### src/rtl/icache_pkg.sv
// Shared types and constants for the direct-mapped instruction cache.
package icache_pkg;

    typedef enum logic {IDLE, REFILL} icache_state_t;

    localparam logic [31:0] NOP_INSTR = 32'h00000013;

    localparam int DEF_LINES  = 16;
    localparam int DEF_WORDS  = 4;
    localparam int DEF_WORD_W = $clog2(DEF_WORDS);
    localparam int DEF_IDX_W  = $clog2(DEF_LINES);
    localparam int DEF_TAG_W  = 30 - DEF_WORD_W - DEF_IDX_W;

    // Tag is whatever remains of the word address above the index field.
    function automatic int tag_width(input int lines, input int words);
        return 30 - $clog2(lines) - $clog2(words);
    endfunction

endpackage

### src/rtl/icache_line_store.sv
// Flop-based valid/tag/data arrays: combinational read, one word-write port plus install strobe.
// Write of word 0 invalidates the line so a partial refill can never look like a hit.
module icache_line_store
    import icache_pkg::*;
#(
    parameter int LINES  = DEF_LINES,
    parameter int WORDS  = DEF_WORDS,
    parameter int IDX_W  = $clog2(LINES),
    parameter int WORD_W = $clog2(WORDS),
    parameter int TAG_W  = tag_width(LINES, WORDS)
) (
    input  logic              clk,
    input  logic              reset,
    input  logic [IDX_W-1:0]  rd_idx,
    input  logic [WORD_W-1:0] rd_word,
    output logic              rd_valid,
    output logic [TAG_W-1:0]  rd_tag,
    output logic [31:0]       rd_data,
    input  logic              wr_en,
    input  logic [IDX_W-1:0]  wr_idx,
    input  logic [WORD_W-1:0] wr_word,
    input  logic [31:0]       wr_data,
    input  logic              install,
    input  logic [TAG_W-1:0]  install_tag
);

    logic [LINES-1:0] valid;
    logic [TAG_W-1:0] tags [LINES];
    logic [31:0]      data [LINES][WORDS];

    always_ff @(posedge clk) begin
        if (reset) begin
            valid <= '0;
        end else begin
            if (wr_en && wr_word == '0)
                valid[wr_idx] <= 1'b0;
            if (install)
                valid[wr_idx] <= 1'b1;
        end
    end

    // Tags and data are deliberately not reset; valid gates every use.
    always_ff @(posedge clk) begin
        if (wr_en)
            data[wr_idx][wr_word] <= wr_data;
        if (install)
            tags[wr_idx] <= install_tag;
    end

    assign rd_valid = valid[rd_idx];
    assign rd_tag   = tags[rd_idx];
    assign rd_data  = data[rd_idx][rd_word];

endmodule

### src/rtl/icache_dm.sv
// Direct-mapped I-cache: hits return InstrF combinationally; misses stall and refill a line word 0..WORDS-1.
// Refill waits on MemAckF per word; define ICACHE_PERF_EN to add HitCountF/MissCountF.
module icache_dm
    import icache_pkg::*;
#(
    parameter int LINES = DEF_LINES,
    parameter int WORDS = DEF_WORDS
) (
    input  logic        clk,
    input  logic        reset,
    input  logic [31:0] PCF,
    output logic [31:0] InstrF,
    output logic        StallICacheF,
    output logic        MemReqF,
    output logic [31:0] MemAddrF,
    input  logic [31:0] MemRDataF,
    input  logic        MemAckF
`ifdef ICACHE_PERF_EN
    ,
    output logic [31:0] HitCountF,
    output logic [31:0] MissCountF
`endif
);

    localparam int WORD_W = $clog2(WORDS);
    localparam int IDX_W  = $clog2(LINES);
    localparam int TAG_W  = tag_width(LINES, WORDS);

    icache_state_t state, next_state;

    logic [WORD_W-1:0] pc_word;
    logic [IDX_W-1:0]  pc_idx;
    logic [TAG_W-1:0]  pc_tag;
    logic              unused_pc_lsb;

    logic              rd_valid;
    logic [TAG_W-1:0]  rd_tag;
    logic [31:0]       rd_data;

    logic [IDX_W-1:0]  lat_idx;
    logic [TAG_W-1:0]  lat_tag;
    logic [WORD_W-1:0] cnt;
    logic              last_word;
    logic              hit;
    logic              wr_en;
    logic              install;

    assign pc_word       = PCF[2 +: WORD_W];
    assign pc_idx        = PCF[2 + WORD_W +: IDX_W];
    assign pc_tag        = PCF[31 -: TAG_W];
    assign unused_pc_lsb = ^PCF[1:0];
    assign last_word     = (cnt == WORD_W'(WORDS - 1));

    icache_line_store #(
        .LINES  (LINES),
        .WORDS  (WORDS),
        .IDX_W  (IDX_W),
        .WORD_W (WORD_W),
        .TAG_W  (TAG_W)
    ) u_store (
        .clk         (clk),
        .reset       (reset),
        .rd_idx      (pc_idx),
        .rd_word     (pc_word),
        .rd_valid    (rd_valid),
        .rd_tag      (rd_tag),
        .rd_data     (rd_data),
        .wr_en       (wr_en),
        .wr_idx      (lat_idx),
        .wr_word     (cnt),
        .wr_data     (MemRDataF),
        .install     (install),
        .install_tag (lat_tag)
    );

    always_ff @(posedge clk) begin
        if (reset)
            state <= IDLE;
        else
            state <= next_state;
    end

    always_comb begin
        next_state = state;
        case (state)
            IDLE:    if (!hit) next_state = REFILL;
            REFILL:  if (install) next_state = IDLE;
            default: next_state = IDLE;
        endcase
    end

    always_comb begin
        hit          = rd_valid && (rd_tag == pc_tag) && (state == IDLE);
        StallICacheF = !hit;
        InstrF       = hit ? rd_data : NOP_INSTR;
        wr_en        = (state == REFILL) && MemReqF && MemAckF;
        install      = wr_en && last_word;
    end

    // Index and tag are captured at the miss so a misbehaving PCF cannot redirect the refill.
    always_ff @(posedge clk) begin
        if (reset) begin
            MemReqF  <= 1'b0;
            MemAddrF <= '0;
            cnt      <= '0;
            lat_idx  <= '0;
            lat_tag  <= '0;
        end else begin
            case (state)
                IDLE: begin
                    if (!hit) begin
                        lat_idx  <= pc_idx;
                        lat_tag  <= pc_tag;
                        cnt      <= '0;
                        MemReqF  <= 1'b1;
                        MemAddrF <= {PCF[31:2+WORD_W], {(WORD_W+2){1'b0}}};
                    end
                end
                REFILL: begin
                    if (wr_en) begin
                        if (last_word) begin
                            MemReqF <= 1'b0;
                        end else begin
                            cnt      <= cnt + 1'b1;
                            MemAddrF <= MemAddrF + 32'd4;
                        end
                    end
                end
                default: ;
            endcase
        end
    end

`ifdef ICACHE_PERF_EN
    always_ff @(posedge clk) begin
        if (reset) begin
            HitCountF  <= '0;
            MissCountF <= '0;
        end else begin
            if (hit)
                HitCountF <= HitCountF + 32'd1;
            if (state == IDLE && !hit)
                MissCountF <= MissCountF + 32'd1;
        end
    end
`endif

endmodule

### config.mk
export PLATFORM = sky130hd
export DESIGN_NAME = icache_dm
export DESIGN_NICKNAME = d
export VERILOG_FILES = /design/src/rtl/icache_pkg.sv /design/src/rtl/icache_line_store.sv /design/src/rtl/icache_dm.sv
export SDC_FILE = /design/constraint.sdc
export NUM_CORES = 2
export LEC_CHECK = 0
export BUFFER_PORTS_ARGS = -buffer_cell sky130_fd_sc_hd__buf_4
export CELL_PAD_IN_SITES_DETAIL_PLACEMENT = 1
export CELL_PAD_IN_SITES_GLOBAL_PLACEMENT = 2
export CORE_MARGIN = 4
export CORE_UTILIZATION = 50
export DETAILED_ROUTE_END_ITERATION = 10
export GPL_TIMING_DRIVEN = 0
export PLACE_DENSITY_LB_ADDON = 0.2
export SYNTH_ARGS = -nofsm -noshare
export SYNTH_HDL_FRONTEND = slang
export SYNTH_SLANG_ARGS = --single-unit
### constraint.sdc
create_clock -name clk -period 14.8 [get_ports clk]
set_input_delay 4.44 -clock clk [delete_from_list [all_inputs] [get_ports clk]]
set_output_delay 4.44 -clock clk [all_outputs]
set_load 0.02 [all_outputs]
# After elaboration in Yosys (flattened, before gate mapping)
# Memory sizes are Yosys's and may differ from the RTL's.
# Cells that the tools add are included.
# classes
reduce_logical,13
order_cmp,6
bitwise,7
eq_ne,6
n_mux,32
addsub,2
# op_table
operator,count
2-to-1 mux 32 bit,7
2-to-1 mux 128 bit,1
binary-select mux 32 bit (select 2 bit),1
demux 32 bit (select 2 bit),1
one-hot mux 32 bit (2 select lines),1
2-to-1 mux 16 bit,3
adder 32 x 3 -> 32 bit (second input constant),1
equality test 24 bit,1
AND 16 bit,1
inverter 16 bit,1
OR 16 bit,1
< comparator 4 x 5 -> 1 bit (second input constant),2
2-to-1 mux 1 bit,10
logical AND 1 bit,8
>= comparator 3 bit (second input constant),2
2-to-1 mux 2 bit,3
inverter 2 -> 3 bit,2
AND reduction 3 bit,2
binary-select mux 1 bit (select 4 bit),1
demux 1 bit (select 4 bit),1
>= comparator 4 x 1 -> 1 bit (second input constant),1
!= test 2 x 1 -> 1 bit (second input constant),2
!= test 2 bit (second input constant),2
one-hot mux 1 bit (2 select lines),2
other kinds (8),9
# totals
ram_bits,2432
wordCells,75
memories,2
inputBits,67
register_bits,80
out_inout_bits,66
# mem_list
memory,words,width,rd,rd_clocked_by_memory_dff,write_ports,line_no,rtl
u_store.data,16,128,1,0,1,icache_line_store.sv:29,logic [31:0] data [LINES][WORDS];
u_store.tags,16,24,1,0,1,icache_line_store.sv:28,logic [TAG_W-1:0] tags [LINES];

# Logic depth before layout (Yosys ltp)
# depth
depth_word,10
mapped_depth,14
mapped_depth_nobuf,9

# Cells and area by module
# Synthesis repeated with hierarchy kept, for this count alone.
# hier_totals
hier_cells,4542
area_unflattened_um2,97209.5
# modules_own_cells
mod,instances,seq_area_each_um2,cells_each,area_each_um2
icache_line_store,1,73350.3,4091,93621.0
icache_dm,1,1241.2,451,3588.4

# Worst setup path before layout
# Ideal clock, no wire load.
# synth_path
kind,input-to-output
from,in PCF[4]
to,out InstrF[1]
cell_stages,10
t_required_ns,10.360
n_path_buf,6
path_slack_ns,2.760
arrival_time_ns,7.600
path_cell_list,buf_6 -> buf_6 -> buf_6 -> buf_6 -> clkbuf_1 -> clkbuf_1 -> mux4_2 -> mux4_2 -> mux4_2 -> or2_2
# synth_via
elab_chain_len,5
word_cells_on_any_way,11
cone_classes,eq/ne (1); mux (6); reduce/logical (2); memory (2)
# synth_rtl
element,line_no,rtl
start: declaration,icache_dm.sv:11,"input logic [31:0] PCF,"
memory read (16 x 24 bit) (tied with other cells),--,
equality test 24 bit (tied with other cells),icache_dm.sv:93,hit = rd_valid && (rd_tag == pc_tag) && (state == IDLE);
logical AND 1 bit / 2-to-1 mux 32 bit (equally long branches) (2 in a row),"icache_dm.sv:93, icache_line_store.sv:52",
2-to-1 mux 32 bit *,icache_dm.sv:95,InstrF = hit ? rd_data : NOP_INSTR;
end: declaration,icache_dm.sv:12,"output logic [31:0] InstrF,"
# Mark *: on every way between the ends. The rest lies on a longest branch, timed or not. The select of a mux whose other input is x is not followed.

# Worst setup path after layout
# layout_path
from,in PCF[6]
to,out InstrF[27]
# The elaborated chain is that of the path after synthesis.

==> run metrics <==
CP Launch Type input pin; Fin Setup TNS 0 ns; Slew Limit Headroom 0.0216; LEAKAGE 35.4 nW; Die X 449 um; largest net degree at the start of global routing 65; hold path startpoint MemReqF; DR vias/cell 6.60; Post-Synth XOR/XNOR Area 0.00144; Final Skew 0.0492 ns; Finished Core Util 0.583; FF-to-FF path depth 9; Synth Area per Inst 23.0 um^2; RD Place Congestion 0.856; Worst-Margin Slew 1.47 ns; crit path DAT 10.26 ns; Detail Route Antenna Nets 0; CTS tree done; Final Cycle Share 0.993; Simple-Gate Fraction of Synth Area 0.0189; die area 201000 um^2; Comb power frac 0.051; most frequent cells in the layout edfxtp_1, mux4_2, clkbuf_16, clkbuf_1, mux2i_1; ys async rst share 0; hold crit path type flip-flop to flip-flop; number of fill cells in the layout 15781; Post-Syn Area 97100 um^2; register area 74600 um^2; Root Buffer clkbuf_16; critical path class input pin to primary output; Iteration-0 DRC Markers 7036; antenna violations before repair 18; share of layout cells above drive strength 1 0.305; Post-CTS Setup Bufs 0; R2R Setup Slk 10.43 ns; EDFF count, synth 2432; grt ovf 0; origin of the critical flop-to-flop path u_store.tags[12][13]; clock share of power 0.427; P_int 11.8 mW; Port Buf Inserts 123; required time of the critical path 10.36 ns; WL/cell 39.0 um; sequential share of the synthesized area 0.768; Num CTS Buffers 277; Ys Warns 0; Pins Over Slew Limit 0; hpwl dp 192000 um; clock sink count 2510; P_sw 3.21 mW; H-Tree Depth 5; clk_lat worst skew 0.92 ns; mux contribution to synthesized area 0.183; CP Capture Type primary output; row cnt 161; DRC Markers 0; worst setup margin 0.0970 ns; hold path endpoint MemReqF; Die H 449 um; largest family of logic cells by synthesized area multiplexers; CTS clk-pin slew, worst paths 0.06 ns; RSZ-0062 raised after global routing false; sequential power share 0.522; area delta synth->final 15.7%; drt pass-1 iters 5; final setup violating endpoints 0; Peak VDD IR 0.144 mV; most common cell after layout, fill and taps aside edfxtp_1; Vias 49220; FMAX 68.0 MHz; global-route wire length before repair 406000 um; CP Max Fanout 10; outcome complete, no violations; Synth Area in Compound Gates 0.0160; dpl ws 0.0798 ns; Post-Synth Adder-Cell Area 0.000644; area of the multi-input gates 21900 um^2; Initial Utilization 0.504; Final Critical Period 14.70 ns; cts hold-fix bufs 0; Final Hold Fails 0; sw frac 0.214; vias in the first global route 50506; Mapped Cells 4224; Synth Register Bits 2510; prevailing post-synth register cell edfxtp_1; Worst Hold Depth 2; Yosys cell types 86; Ports 133; nets 4810; Overall Global Routing Usage 0.290; Core Area 193000 um^2; Critical R2R Capture state; deepest clock path buffer count 4; routed wire length 291000 um; pwr dens 134 nW/um^2; Max-Cap Viols 0; post-CTS sizing 0
[final cells by class]
class	count	share of cell area
Buffer	230	0.00981
Antenna cell	5	0.000111
Timing Repair Buffer	234	0.0296
Inverter	17	0.000590
Clock inverter	105	0.00715
Tap cell	2526	0.0281
Clock buffer	360	0.0661
Sequential cell	2510	0.664
Multi-Input combinational cell	1468	0.195
[metrics by stage]
step	instances	instance area (um^2)	hold slack, ns	total power [mW]
global placement	6874	101000	0.464	8.72
detailed placement	6983	104000	0.487	8.74
floorplan	4225	97100	0.468	8.37
finish	7455	112000	0.486	15.0
CTS	7448	112000	0.497	15.1
global route	7451	112000	0.534	15.5
[worst max-delay path: stages]
cell	delay, ns
buf_4	0.12
buf_2	0.29
buf_2	0.42
buf_4	0.38
buf_2	0.56
clkbuf_1	1.12
clkbuf_1	1.07
mux4_2	0.78
mux4_2	0.56
and3_1	0.27
buf_4	0.18
[how the worst max path moves through the flow]
stage	from	to	slack [ns]	cells past startpoint
finish	PCF[6]	InstrF[27]	0.1	11
global route	PCF[5]	InstrF[31]	0.05	13
CTS	PCF[7]	InstrF[1]	0.02	12
detailed placement	PCF[7]	InstrF[1]	0.08	12
global placement	PCF[6]	InstrF[2]	-0.07	11
floorplan	PCF[4]	InstrF[1]	2.76	10
[per-layer routing]
metal	GRT usage	up-vias	share of wire
met1	0.414	26927	0.40
li1	-	19103	-
met4	0.0863	10	0.032
met2	0.461	2674	0.48
met3	0.0561	506	0.085
met5	0	-	0.00020
[sequential cells by signal, indices dropped and copies added, names as in the netlist]
signal and flops:
u_store.data 2048, u_store.tags 384, MemAddrF 30, lat_tag 24
u_store.valid 16, lat_idx 4, cnt 2, MemReqF 1
state 1
[power groups by stage]
stage | clock, mW | sequential [mW] | combinational, mW
5_1_grt | 6.83 | 7.83 | 0.793
6_report | 6.41 | 7.83 | 0.760
4_1_cts | 6.50 | 7.83 | 0.765
3_3_place_gp | 0 | 7.98 | 0.741
2_1_floorplan | 0 | 7.98 | 0.397
3_5_place_dp | 0 | 7.98 | 0.762
[cell families (layout without fill, tap and decap cells)]
kind of cell / after synthesis / count (layout)
flip-flops: 2510 / 2510
multiplexers: 876 / 876
AND/OR/NAND/NOR: 359 / 359
buffers and inverters: 247 / 946
AO/OA/AOI/OAI: 210 / 210
XOR/XNOR: 16 / 16
adder cells (fa/ha/maj): 5 / 5
other: 1 / 7
[Yosys cell counts, types with 13 or more instances]
master	n	area share
edfxtp_1	2432	0.75
mux4_2	719	0.17
mux2i_1	139	0.014
clkbuf_1	135	0.0052
nor2_1	116	0.0045
dfxtp_1	78	0.016
nand2_1	65	0.0025
buf_2	46	0.0024
and3_1	42	0.0027
a21oi_1	38	0.0020
a22oi_1	34	0.0026
nor2b_1	28	0.0018
nand3_1	26	0.0013
buf_1	21	0.00081
o21a_1	19	0.0015
mux2_2	18	0.0021
o21ai_0	16	0.00082
inv_1	15	0.00058
o22ai_1	15	0.00097
buf_4	14	0.0011
buf_6	13	0.0015
(Power assumes the default switching activity.)
